**src/rtl/timer_arbiter_if.sv**
```systemverilog
// Bundle between the requesters/timer and the countdown arbiter.
// The arbiter side uses the slave modport.
interface timer_arbiter_if #(
    parameter int N  = 4,
    parameter int DW = 8
);
    logic            tick;
    logic [N-1:0]    req;
    logic [N*DW-1:0] delay;
    logic [N-1:0]    grant;
    logic [N-1:0]    done;
    logic            busy;
    logic [DW-1:0]   remaining;

    modport master (
        output tick, req, delay,
        input  grant, done, busy, remaining
    );

    modport slave (
        input  tick, req, delay,
        output grant, done, busy, remaining
    );
endinterface

```
**src/rtl/timer_arbiter.sv**
```systemverilog
// Round-robin arbiter granting one shared tick-driven countdown to N requesters.
// Outputs are Moore-decoded from the registered state and owner index.
module timer_arbiter #(
    parameter int N  = 4,
    parameter int DW = 8
) (
    input logic            clk,
    input logic            rst,
    timer_arbiter_if.slave bus
);
    localparam int IW = (N > 1) ? $clog2(N) : 1;

    typedef enum logic [1:0] {IDLE, RUN, DONE} state_t;

    state_t        state, state_nxt;
    logic [IW-1:0] owner, owner_nxt;
    logic [IW-1:0] ptr, ptr_nxt;
    logic [DW-1:0] count, count_nxt;
    logic [IW-1:0] winner;
    logic          found;
    logic [DW-1:0] sel_delay;

    // Search upward from ptr+1 with wrap; ptr holds the last owner, so it ranks last.
    always_comb begin
        int            sum;
        logic [IW-1:0] idx;
        winner = '0;
        found  = 1'b0;
        sum    = 0;
        idx    = '0;
        for (int k = 1; k <= N; k++) begin
            sum = int'(ptr) + k;
            if (sum >= N) sum = sum - N;
            idx = IW'(sum);
            if (!found && bus.req[idx]) begin
                found  = 1'b1;
                winner = idx;
            end
        end
    end

    assign sel_delay = bus.delay[int'(winner)*DW +: DW];

    always_comb begin
        state_nxt = state;
        owner_nxt = owner;
        count_nxt = count;
        ptr_nxt   = ptr;
        unique case (state)
            IDLE: begin
                if (found) begin
                    owner_nxt = winner;
                    count_nxt = sel_delay;
                    state_nxt = (sel_delay == '0) ? DONE : RUN;
                end
            end
            RUN: begin
                // Abort has priority over a coinciding final tick.
                if (!bus.req[owner]) begin
                    state_nxt = IDLE;
                    count_nxt = '0;
                    ptr_nxt   = owner;
                end else if (bus.tick && count != '0) begin
                    count_nxt = count - 1'b1;
                    if (count == DW'(1)) state_nxt = DONE;
                end
            end
            DONE: begin
                state_nxt = IDLE;
                count_nxt = '0;
                ptr_nxt   = owner;
            end
            default: begin
                state_nxt = IDLE;
                count_nxt = '0;
            end
        endcase
    end

    always_ff @(posedge clk or negedge rst) begin
        if (!rst) begin
            state <= IDLE;
            owner <= '0;
            count <= '0;
            ptr   <= IW'(N - 1);
        end else begin
            state <= state_nxt;
            owner <= owner_nxt;
            count <= count_nxt;
            ptr   <= ptr_nxt;
        end
    end

    for (genvar i = 0; i < N; i++) begin : g_lane
        assign bus.grant[i] = (state != IDLE) && (owner == IW'(i));
        assign bus.done[i]  = (state == DONE) && (owner == IW'(i));
    end

    assign bus.busy      = (state != IDLE);
    assign bus.remaining = (state == RUN) ? count : '0;
endmodule
```
**src/flat_wrapper.sv**
```systemverilog
// flat-port wrapper written by rule: the top's interface ports become plain ports
module timer_arbiter_flat 
#(
    parameter int N  = 4,
    parameter int DW = 8
)
  (clk, rst, bus_tick, bus_req, bus_delay, bus_grant, bus_done, bus_busy, bus_remaining);
  timer_arbiter_if #(.N(N), .DW(DW)) bus_i ();
  input logic clk;
  input logic rst;
  input wire logic [$bits(bus_i.tick)-1:0] bus_tick;
  input wire logic [$bits(bus_i.req)-1:0] bus_req;
  input wire logic [$bits(bus_i.delay)-1:0] bus_delay;
  output wire logic [$bits(bus_i.grant)-1:0] bus_grant;
  output wire logic [$bits(bus_i.done)-1:0] bus_done;
  output wire logic [$bits(bus_i.busy)-1:0] bus_busy;
  output wire logic [$bits(bus_i.remaining)-1:0] bus_remaining;
  assign bus_i.tick = bus_tick;
  assign bus_i.req = bus_req;
  assign bus_i.delay = bus_delay;
  assign bus_grant = bus_i.grant;
  assign bus_done = bus_i.done;
  assign bus_busy = bus_i.busy;
  assign bus_remaining = bus_i.remaining;
  timer_arbiter #(.N(N), .DW(DW)) u_core (.clk(clk), .rst(rst), .bus(bus_i));
endmodule
```
**config.mk**
```make
export PLATFORM = sky130hd
export DESIGN_NAME = timer_arbiter_flat
export DESIGN_NICKNAME = d
export VERILOG_FILES = /design/src/rtl/timer_arbiter_if.sv /design/src/rtl/timer_arbiter.sv /design/src/flat_wrapper.sv
export SDC_FILE = /design/constraint.sdc
export NUM_CORES = 1
export LEC_CHECK = 0
export ABC_CLOCK_PERIOD_IN_PS = 2800
export BUFFER_PORTS_ARGS = -buffer_cell sky130_fd_sc_hd__buf_2
export CAP_MARGIN = 20
export CORE_MARGIN = 2
export CORE_UTILIZATION = 49
export DETAILED_ROUTE_END_ITERATION = 8
export GPL_TIMING_DRIVEN = 1
export PLACE_DENSITY = 0.81
export RECOVER_POWER = 25
export SLEW_MARGIN = 40
export SYNTH_ARGS = -nofsm -noshare
export SYNTH_HDL_FRONTEND = slang
export SYNTH_SLANG_ARGS = --single-unit
```
**constraint.sdc**
```tcl
create_clock -name clk -period 2.8 [get_ports clk]
set_input_delay 0.42 -clock clk [delete_from_list [all_inputs] [get_ports clk]]
set_output_delay 0.42 -clock clk [all_outputs]
set_load 0.05 [all_outputs]
```
# --- Yosys cells after proc, flatten, opt, wreduce, memory -nomap -nowiden ---
# Index checks and enable logic that the tools add are counted.
classes:
  addsub: 9
  order_cmp: 9
  eq_ne: 10
  shift: 1
  n_mux: 35
  reduce_logical: 25
ops:
  columns: ["operator", "count"]
  rows:
  - ["$mux W8", 4]
  - ["$shiftx A32 B6 Y8", 1]
  - ["$mux W2", 14]
  - ["$pmux W8 S2", 1]
  - ["$lt A2 B3 Y1 const B", 5]
  - ["$logic_and A1 B1 Y1", 12]
  - ["$bmux W1 S2", 5]
  - ["$ge A3 B3 Y1 const B", 3]
  - ["$mux W1", 9]
  - ["$eq A8 B1 Y1 const B", 1]
  - ["$logic_not A8 Y1", 1]
  - ["$pmux W2 S2", 2]
  - ["$reduce_bool A8 Y1", 1]
  - ["$sub A2 B1 Y2 const B", 4]
  - ["$sub A8 B1 Y8 const B", 1]
  - ["$add A2 B2 Y3 const B", 2]
  - ["$eq A2 B2 Y1 const B", 3]
  - ["$ne A3 B3 Y1 const B", 2]
  - ["$reduce_and A2 Y1", 3]
  - ["$add A2 B3 Y4 const B", 1]
  - ["$eq A2 B1 Y1 const B", 2]
  - ["$ge A4 B3 Y1 const B", 1]
  - ["$logic_not A2 Y1", 2]
  - ["$reduce_bool A2 Y1", 2]
  - ["5 further kinds", 7]
totals:
  reg_bits: 14
  input_bits: 39

# --- Depth between registers and ports, before layout ---
# Gate-level depths: netlist (run 1).
depth:
  ltp_word: 20
  mapped_depth: 8
  mapped_depth_nobuf: 7

# --- Worst setup path after synthesis (run 1) ---
# OpenSTA, ideal clock, no wires.
synth_timing:
  kind: "register to register"
  start: "register u_core.ptr[1]"
  end: "register u_core.state[0]"
  setup_time_ns: 0.147
  t_arrival_ns: 2.031
  t_required_ns: 2.653
  slack_ns: 0.622
  stages_incl_launch_ff: 9
  path_cell_list: "dfstp_2 mux2i_1 o21a_2 buf_2 a21boi_0 o32ai_1 o2111ai_1 nor4_2 o32ai_1"
synth_via:
  elab_chain_cells: 20
synth_rtl:
  columns: ["element", "line_no", "text"]
  rows:
  - ["from (decl)", "timer_arbiter.sv:17", "logic [IW-1:0] ptr, ptr_nxt;"]
  - ["from (signal assigned)", "timer_arbiter.sv:85", "ptr <= IW'(N - 1);"]
  - ["from (signal assigned)", "timer_arbiter.sv:90", "ptr <= ptr_nxt;"]
  - ["$add A2 B1 Y3", "timer_arbiter.sv:32", "sum = int'(ptr) + k;"]
  - ["$ge A3 B3 Y1 / $sub A2 B1 Y2 (equally long branches)", "timer_arbiter.sv:33", "if (sum >= N) sum = sum - N;"]
  - ["$mux W2", "timer_arbiter.sv:33", null]
  - ["$bmux W1 S2", "timer_arbiter.sv:35", "if (!found && bus.req[idx]) begin"]
  - ["$mux W1 (implied by the code)", "timer_arbiter.sv:35", null]
  - ["$mux W1", "timer_arbiter.sv:35", null]
  - ["$logic_not A1 Y1", "timer_arbiter.sv:35", null]
  - ["$logic_and A1 B1 Y1", "timer_arbiter.sv:35", null]
  - ["(+4 left out)", null, null]
  - ["$logic_not A1 Y1", "timer_arbiter.sv:35", null]
  - ["$logic_and A1 B1 Y1", "timer_arbiter.sv:35", null]
  - ["$mux W2", "timer_arbiter.sv:35", null]
  - ["$shiftx A32 B6 Y8", "timer_arbiter.sv:42", "assign sel_delay = bus.delay[int'(winner)*DW +: DW];"]
  - ["$logic_not A8 Y1", "timer_arbiter.sv:54", "state_nxt = (sel_delay == '0) ? DONE : RUN;"]
  - ["$mux W2", "timer_arbiter.sv:54", null]
  - ["$mux W2", "timer_arbiter.sv:51", "if (found) begin"]
  - ["$pmux W2 S2", "timer_arbiter.sv:49", "unique case (state)"]
  - ["to (signal assigned)", "timer_arbiter.sv:87", "state <= state_nxt;"]
  - ["to (decl)", "timer_arbiter.sv:15", "state_t state, state_nxt;"]
# Several ways; a longest one is shown, not always the timed one. The select of a mux whose other input is x is not followed.
# A chain may end at the register's enable or synchronous reset.

# --- Final worst setup path (run 1) ---
layout_timing:
  start: "register u_core.ptr[0]"
  end: "register u_core.state[1]"
# The elaborated chain is that of the path after synthesis.

==> reports/results.tsv, run 1 <==
stage	metric	value	unit
outcome	status	finished, final reports clean	
timing	max-slew violation count	0	
synthesis	asr flop ratio synth	100.0	%
detailed_routing	Vias	1565	
pwr	pwr dens	1124	nW/um^2
cells_and_area	FF/Latch Area	352.8	um^2
clock_network	Post-CTS Repair Setup Buffers	0	
cells_and_area	n_diodes	0	
setup_path	Bufs and invs on worst path	0	
cells_and_area	area delta synth->final	23.00	%
setup_path	max incr delay on CP	0.62	ns
synthesis	FF+latch count, synth	14	
cells_and_area	fin nets	272	
clock_network	CTS tree	built	
floorplan	die area	3284	um^2
synthesis	sequential area share after synthesis	25.34	%
setup_path	critical setup path kind	reg -> reg	
synthesis	Synth cell types	48	
detailed_routing	# DRC	0	
synthesis	Synth area leaders	dfrtp_1, a21boi_0, o21ai_0, o32ai_1, and2_1	
synthesis	syn avg cell area	7.958	um^2
cells_and_area	layout cells sized above 1	31.88	%
floorplan	Die Span Y	57.31	um
synthesis	Main synth FF type	dfrtp_1	
pwr	Tot Pwr	1925	uW
setup_path	crit-path cells	or2b_2 > a21oi_2 > or3_1 > o32ai_1 > o2111ai_1 > nor4_2 > a22o_1	
place	DPL Wire Length	2.870	mm
pwr	Peak supply drop	1.148	mV
clock_network	htree depth	1	
detailed_routing	first-pass iteration count of the detailed router	4	
detailed_routing	Routed Antenna Nets	0	
synthesis	post-synth top area share	21.56	%
setup_path	path depth of the worst reg2reg path	7	
place	GPL Wtd Cong	0.8844	
grt	pin count of the biggest net entering global routing	19	
timing	unrepaired setup endpoints after global routing	no	
setup_path	Crit path max-delay family	compound AO/OA/AOI/OAI gates	
flow_run	max_cap viols	0	
synthesis	Cells after Synth	175	
clock_network	Skew-Pair Late Insertion Delay	0.29	ns
clock_network	Clock Path Buffers	2	
grt	total gr overflow	0	
timing	fmax	401.7	MHz
detailed_routing	post-DR wirelength/cell	14.31	um
synthesis	EDFF count, synth	0	
floorplan	CORE AREA	2734	um^2
setup_path	Worst Path Arrival	2.72	ns
setup_path	Critical Path End Type	register	
floorplan	Die X	57.31	um
timing	worst-margin pin slew	0.7642	ns
synthesis	leading area contributor after synthesis	dfrtp_1	
setup_path	Critical Path RT	3.03	ns
worst_hold_path	Hold WC Path Type	in -> async	
setup_path	Crit Reg-Reg Startpoint	u_core.ptr[0]	
grt	Total GRT Usage	23.33	%
place	PortBufs	55	
grt	vias in the first global route	1370	
cells_and_area	commonest non-fill, non-tap cell in the layout	buf_2	
detailed_routing	DRT Wirelength	3.721	mm
synthesis	synth warn	0	
grt	first-pass GRT wire length	6.058	mm
timing	final hold violations	0	
clock_network	post-cts resize count	0	
clock_network	clk sink count	14	
setup_path	Critical-path top delay cell	dfstp_2	
floorplan	num rows	19	
timing	fin crit share	88.90	%
pwr	Static Leak	0.0007714	uW
floorplan	Starting Density	50.94	%
cells_and_area	commonest cells after routing, fill and taps aside	buf_2, nor2_1, nand2_1, a21boi_0, o21ai_0	
setup_path	Worst Setup Start Kind	register	
timing	Worst Skew	0.006118	ns
cells_and_area	filler instances	249	
timing	Slew HR	49.05	%
detailed_routing	Initial DRC Count	87	
timing	minimum clock period	2.489	ns
clock_network	number of buffers created by CTS	3	
timing	setup TNS	0	ns
setup_path	R2R Setup Slk	0.31	ns
setup_path	crit-path max FO	10	
timing	Final Setup Violations	0	
floorplan	Boundary Pins	56	
synthesis	Syn Nets	217	
detailed_routing	post-DR vias/cell	6.019	
synthesis	mapped cell area	1393	um^2
clock_network	Post-CTS Hold Fix Bufs	0	
clock_network	Clock Tree Root	clkbuf_4	
cells_and_area	footprint of the multi-input gates	973.4	um^2
grt	initial antenna violation count	0	
clock_network	CTS clock-pin slew for the worst setup and hold paths	0.10	ns
setup_path	Reg2Reg Capture Point	u_core.state[1]	
==> synth_stat cells, drive strengths merged, types with 3 or more instances <==
| cell type | number |
|---|---|
| dfrtp | 12 |
| nand2 | 14 |
| nor2 | 15 |
| nand2b | 4 |
| nor4 | 3 |
| a21boi | 14 |
| ha | 3 |
| buf | 4 |
| o32ai | 7 |
| clkbuf | 3 |
| and2 | 9 |
| o21a | 3 |
| inv | 6 |
| o31ai | 3 |
| a21oi | 9 |
| o21ai | 15 |
| o211ai | 4 |
| a211oi | 6 |
| nor3 | 10 |
| and3 | 3 |
==> cells by family after synthesis <==
logic type | count (synthesis) | synth area share (%)
AOI/OAI and AO/OA | 74 | 38.01
and+or+nand+nor | 66 | 24.53
DFF | 14 | 25.34
buffers and inverters | 13 | 4.762
muxes | 5 | 4.672
adders and majority gates | 3 | 2.696
==> stage by stage <==
step	util, %	instance area [um^2]	std cells	hold slack (ns)	setup WS [ns]
after detailed placement	61.37	1678	256	0.3361	0.3243
final	62.65	1713	260	0.1641	0.3107
after CTS	62.70	1714	260	0.01960	0.3463
after global placement	61.37	1678	256	0.3333	0.3031
after floorplan	-	1393	175	0.1244	0.6221
after global routing	62.65	1713	260	0.2444	0.1257
==> where the power goes <==
part	switching (uW)	internal [uW]	total, uW
sequential	132	308	440
clock	76.6	79.2	156
combinational	869	461	1330
==> worst max-delay path by stage <==
stage          slack [ns]  cells after the start              end     startpoint
6_report             0.31                      7  u_core.state[1]  u_core.ptr[0]
4_1_cts              0.35                      7  u_core.state[1]  u_core.ptr[0]
3_5_place_dp         0.32                      8  u_core.state[0]     bus_req[0]
5_1_grt              0.13                      7  u_core.state[1]  u_core.ptr[1]
2_1_floorplan        0.62                      8  u_core.state[0]  u_core.ptr[1]
3_3_place_gp         0.30                      8  u_core.state[0]     bus_req[0]
==> sequential cells by signal (all words and copies together) (netlist names) <==
register,cells
u_core.ptr,2
u_core.owner,2
u_core.state,2
u_core.count,8
==> routing by layer <==
metal  global-route usage, %  wire length (um)  vias to the layer above
met5                       0                 0                        -
met4                   7.309                51                        0
met3                   4.308               234                        8
met2                   36.62              1692                       58
met1                   32.76              1743                      724
li1                        -                 -                      775
==> final cells by class <==
type                    count  share of cell area, %
inverters                   6                  1.315
well taps                  31                  2.264
multi-input cells         148                  56.83
flip-flops and latches     14                  20.60
clock buffers               4                  2.118
repair buffers             57                  16.87
No activity file was read; power rests on OpenSTA's default activity.
==> run 2, diff against run 1 <==
- RECOVER_POWER: 25 -> 100
==> run 2 against run 1 <==
Net effect:
- register-to-register slack hardly changed
- via count is 0.26% higher
- power is 1.3% lower
- hold slack hardly changed
- critical endpoint unchanged
- critical path depth stayed put
- count of clock-buffer cells in the layout stayed put
- setup slack better by 0.0058 ns
==> reports/results.tsv, run 2 (synthesized netlist as in run 1, its figures left out) <==
stage	metric	value	unit	change
outcome	status	finished, final reports clean		
timing	Hold WS	0.1644	ns	+0.0003050 ns
detailed_routing	Vias	1569		+0.26%
pwr	Static Leak	0.0007044	uW	-8.7%
worst_hold_path	Hold WC Path Type	in -> async		
place	DPL Wire Length	2.870	mm	unchanged
cells_and_area	n_diodes	0		unchanged
cells_and_area	footprint of the multi-input gates	973.4	um^2	unchanged
clock_network	Post-CTS Hold Fix Bufs	0		unchanged
timing	minimum clock period	2.483	ns	-0.005796 ns
cells_and_area	fin nets	272		unchanged
clock_network	number of buffers created by CTS	3		unchanged
detailed_routing	Initial DRC Count	105		+21%
timing	Final Setup Violations	0		unchanged
detailed_routing	post-DR vias/cell	6.035		+0.26%
clock_network	post-cts resize count	0		unchanged
timing	Slew HR	48.90	%	-0.15 points
setup_path	Worst Setup Start Kind	register		
cells_and_area	filler instances	263		+5.6%
detailed_routing	first-pass iteration count of the detailed router	4		unchanged
timing	fmax	402.7	MHz	+0.23%
grt	initial antenna violation count	0		unchanged
setup_path	Worst Path Arrival	2.72	ns	about the same
floorplan	CORE AREA	2734	um^2	unchanged
floorplan	Starting Density	50.94	%	unchanged
clock_network	htree depth	1		unchanged
grt	total gr overflow	0		unchanged
clock_network	Skew-Pair Late Insertion Delay	0.29	ns	about the same
pwr	Switching Fraction	56.73	%	+0.75 points
setup_path	crit-path max FO	18		+8
grt	first-pass GRT wire length	6.058	mm	unchanged
floorplan	Die X	57.31	um	unchanged
detailed_routing	# DRC	0		unchanged
cells_and_area	commonest non-fill, non-tap cell in the layout	buf_2		
clock_network	Post-CTS Repair Setup Buffers	0		unchanged
clock_network	clk sink count	14		unchanged
flow_run	max_cap viols	0		unchanged
detailed_routing	Routed Antenna Nets	0		unchanged
place	PortBufs	55		unchanged
grt	vias in the first global route	1370		unchanged
grt	pin count of the biggest net entering global routing	19		unchanged
pwr	part of the power in the clock network	8.2	%	about the same
detailed_routing	DRT Wirelength	3.706	mm	-0.40%
clock_network	Clock Path Buffers	2		unchanged
setup_path	max incr delay on CP	0.60	ns	-0.02 ns
cells_and_area	commonest cells after routing, fill and taps aside	buf_2, clkbuf_1, nor2_1, nand2_1		
pwr	share of power burned in registers	23.0	%	+0.2 points
timing	fin crit share	88.70	%	-0.21 points
setup_path	Critical-path top delay cell	dfstp_1		
setup_path	Critical Path RT	3.04	ns	about the same
cells_and_area	Non-Filler Instances	260		unchanged
pwr	pwr dens	1123	nW/um^2	about the same
floorplan	num rows	19		unchanged
floorplan	die area	3284	um^2	unchanged
grt	Total GRT Usage	23.33	%	unchanged
timing	setup TNS	0	ns	unchanged
cells_and_area	area delta synth->final	21.47	%	
pwr	Peak supply drop	1.122	mV	-2.3%
floorplan	Boundary Pins	56		unchanged
setup_path	critical setup path kind	reg -> reg		
timing	unrepaired setup endpoints after global routing	no		
pwr	Psw	1078	uW	about the same
detailed_routing	post-DR wirelength/cell	14.25	um	-0.40%
pwr	combinational share of power	68.8	%	-0.3 points
clock_network	Clock Tree Root	clkbuf_4		
clock_network	CTS tree	built		
pwr	P_int	822.3	uW	-3.0%
timing	final hold violations	0		unchanged
timing	Worst Skew	0.006941	ns	+0.0008224 ns
place	GPL Wtd Cong	0.8844		unchanged
setup_path	Critical Path End Type	register		
setup_path	crit-path cells	mux2i_1 > o21a_2 > a21boi_0 > o32ai_1 > o2111ai_1 > nor4_2 > a22o_1		
cells_and_area	layout cells sized above 1	24.02	%	-7.9 points
cells_and_area	Most flops, register	u_core.count		
cells_and_area	FF/Latch Area	352.8	um^2	unchanged
clock_network	CTS clock-pin slew for the worst setup and hold paths	0.10	ns	about the same
timing	worst-margin pin slew	0.7665	ns	+0.002237 ns
floorplan	Die Span Y	57.31	um	unchanged
timing	max-slew violation count	0		unchanged
cells_and_area	Largest register FFs	8		unchanged
place	placed cells	256		unchanged
[run 2: cell types whose count changed in the layout (fill, tap and decap cells not counted)]
cell,delta
dfstp_1,+1
dfstp_2,-1
buf_2,-17
clkbuf_1,+17
[run 2: path summary, 6_finish.rpt]
kind	startpoint	endpoint	slack (ns)	cells after the start
worst max-delay path	u_core.ptr[1]	u_core.state[1]	0.32	7
worst min-delay path	rst	u_core.count[4]	0.16	1
worst max register to register	u_core.ptr[1]	u_core.state[1]	0.32	7
worst min register to register	u_core.count[7]	u_core.count[7]	0.56	2
max in group asynchronous	rst	u_core.owner[1]	2.15	1
min in group clk	bus_req[2]	u_core.owner[0]	0.54	3
[run 2: cell type report]
class / count / area share, %
clock buffer: 4 / 2.145
inverter: 6 / 1.331
timing repair buffer: 57 / 15.83
sequential: 14 / 20.86
tap: 31 / 2.293
multi-input combinational: 148 / 57.54
[run 2: stage by stage]
step	utilization, %	instance area, um^2	setup slack (ns)	power, uW
final	61.88	1692	0.3165	1900
after global routing	61.88	1692	0.07343	2050
after CTS	62.70	1714	0.3463	1913
after detailed placement	61.37	1678	0.3243	1754
after global placement	61.37	1678	0.3031	1745
after floorplan	-	1393	0.6221	1473
[run 2: power groups by stage]
stage               clock network (uW)  logic (uW)  registers (uW)
floorplan                            0        1080             393
global placement                     0        1310             436
detailed placement                   0        1310             440
CTS                                156        1320             438
global route                       163        1430             457
finish                             156        1310             438
[run 2: metal layers]
| layer | up-vias | global-route usage (%) | share of wire [%] |
|---|---|---|---|
| li1 | 775 | - | - |
| met1 | 729 | 32.76 | 47 |
| met2 | 59 | 36.62 | 46 |
| met3 | 6 | 4.308 | 5.7 |
| met4 | 0 | 7.309 | 1.1 |
| met5 | - | 0 | 0 |
[run 2: worst max-delay path: cells and delay by family, from the launching register on]
| family | cells | cell delay [ns] |
|---|---|---|
| AO/OA/AOI/OAI | 5 | 1.27 |
| flip-flops | 1 | 0.60 |
| multiplexers | 1 | 0.33 |
| AND/OR/NAND/NOR | 1 | 0.23 |
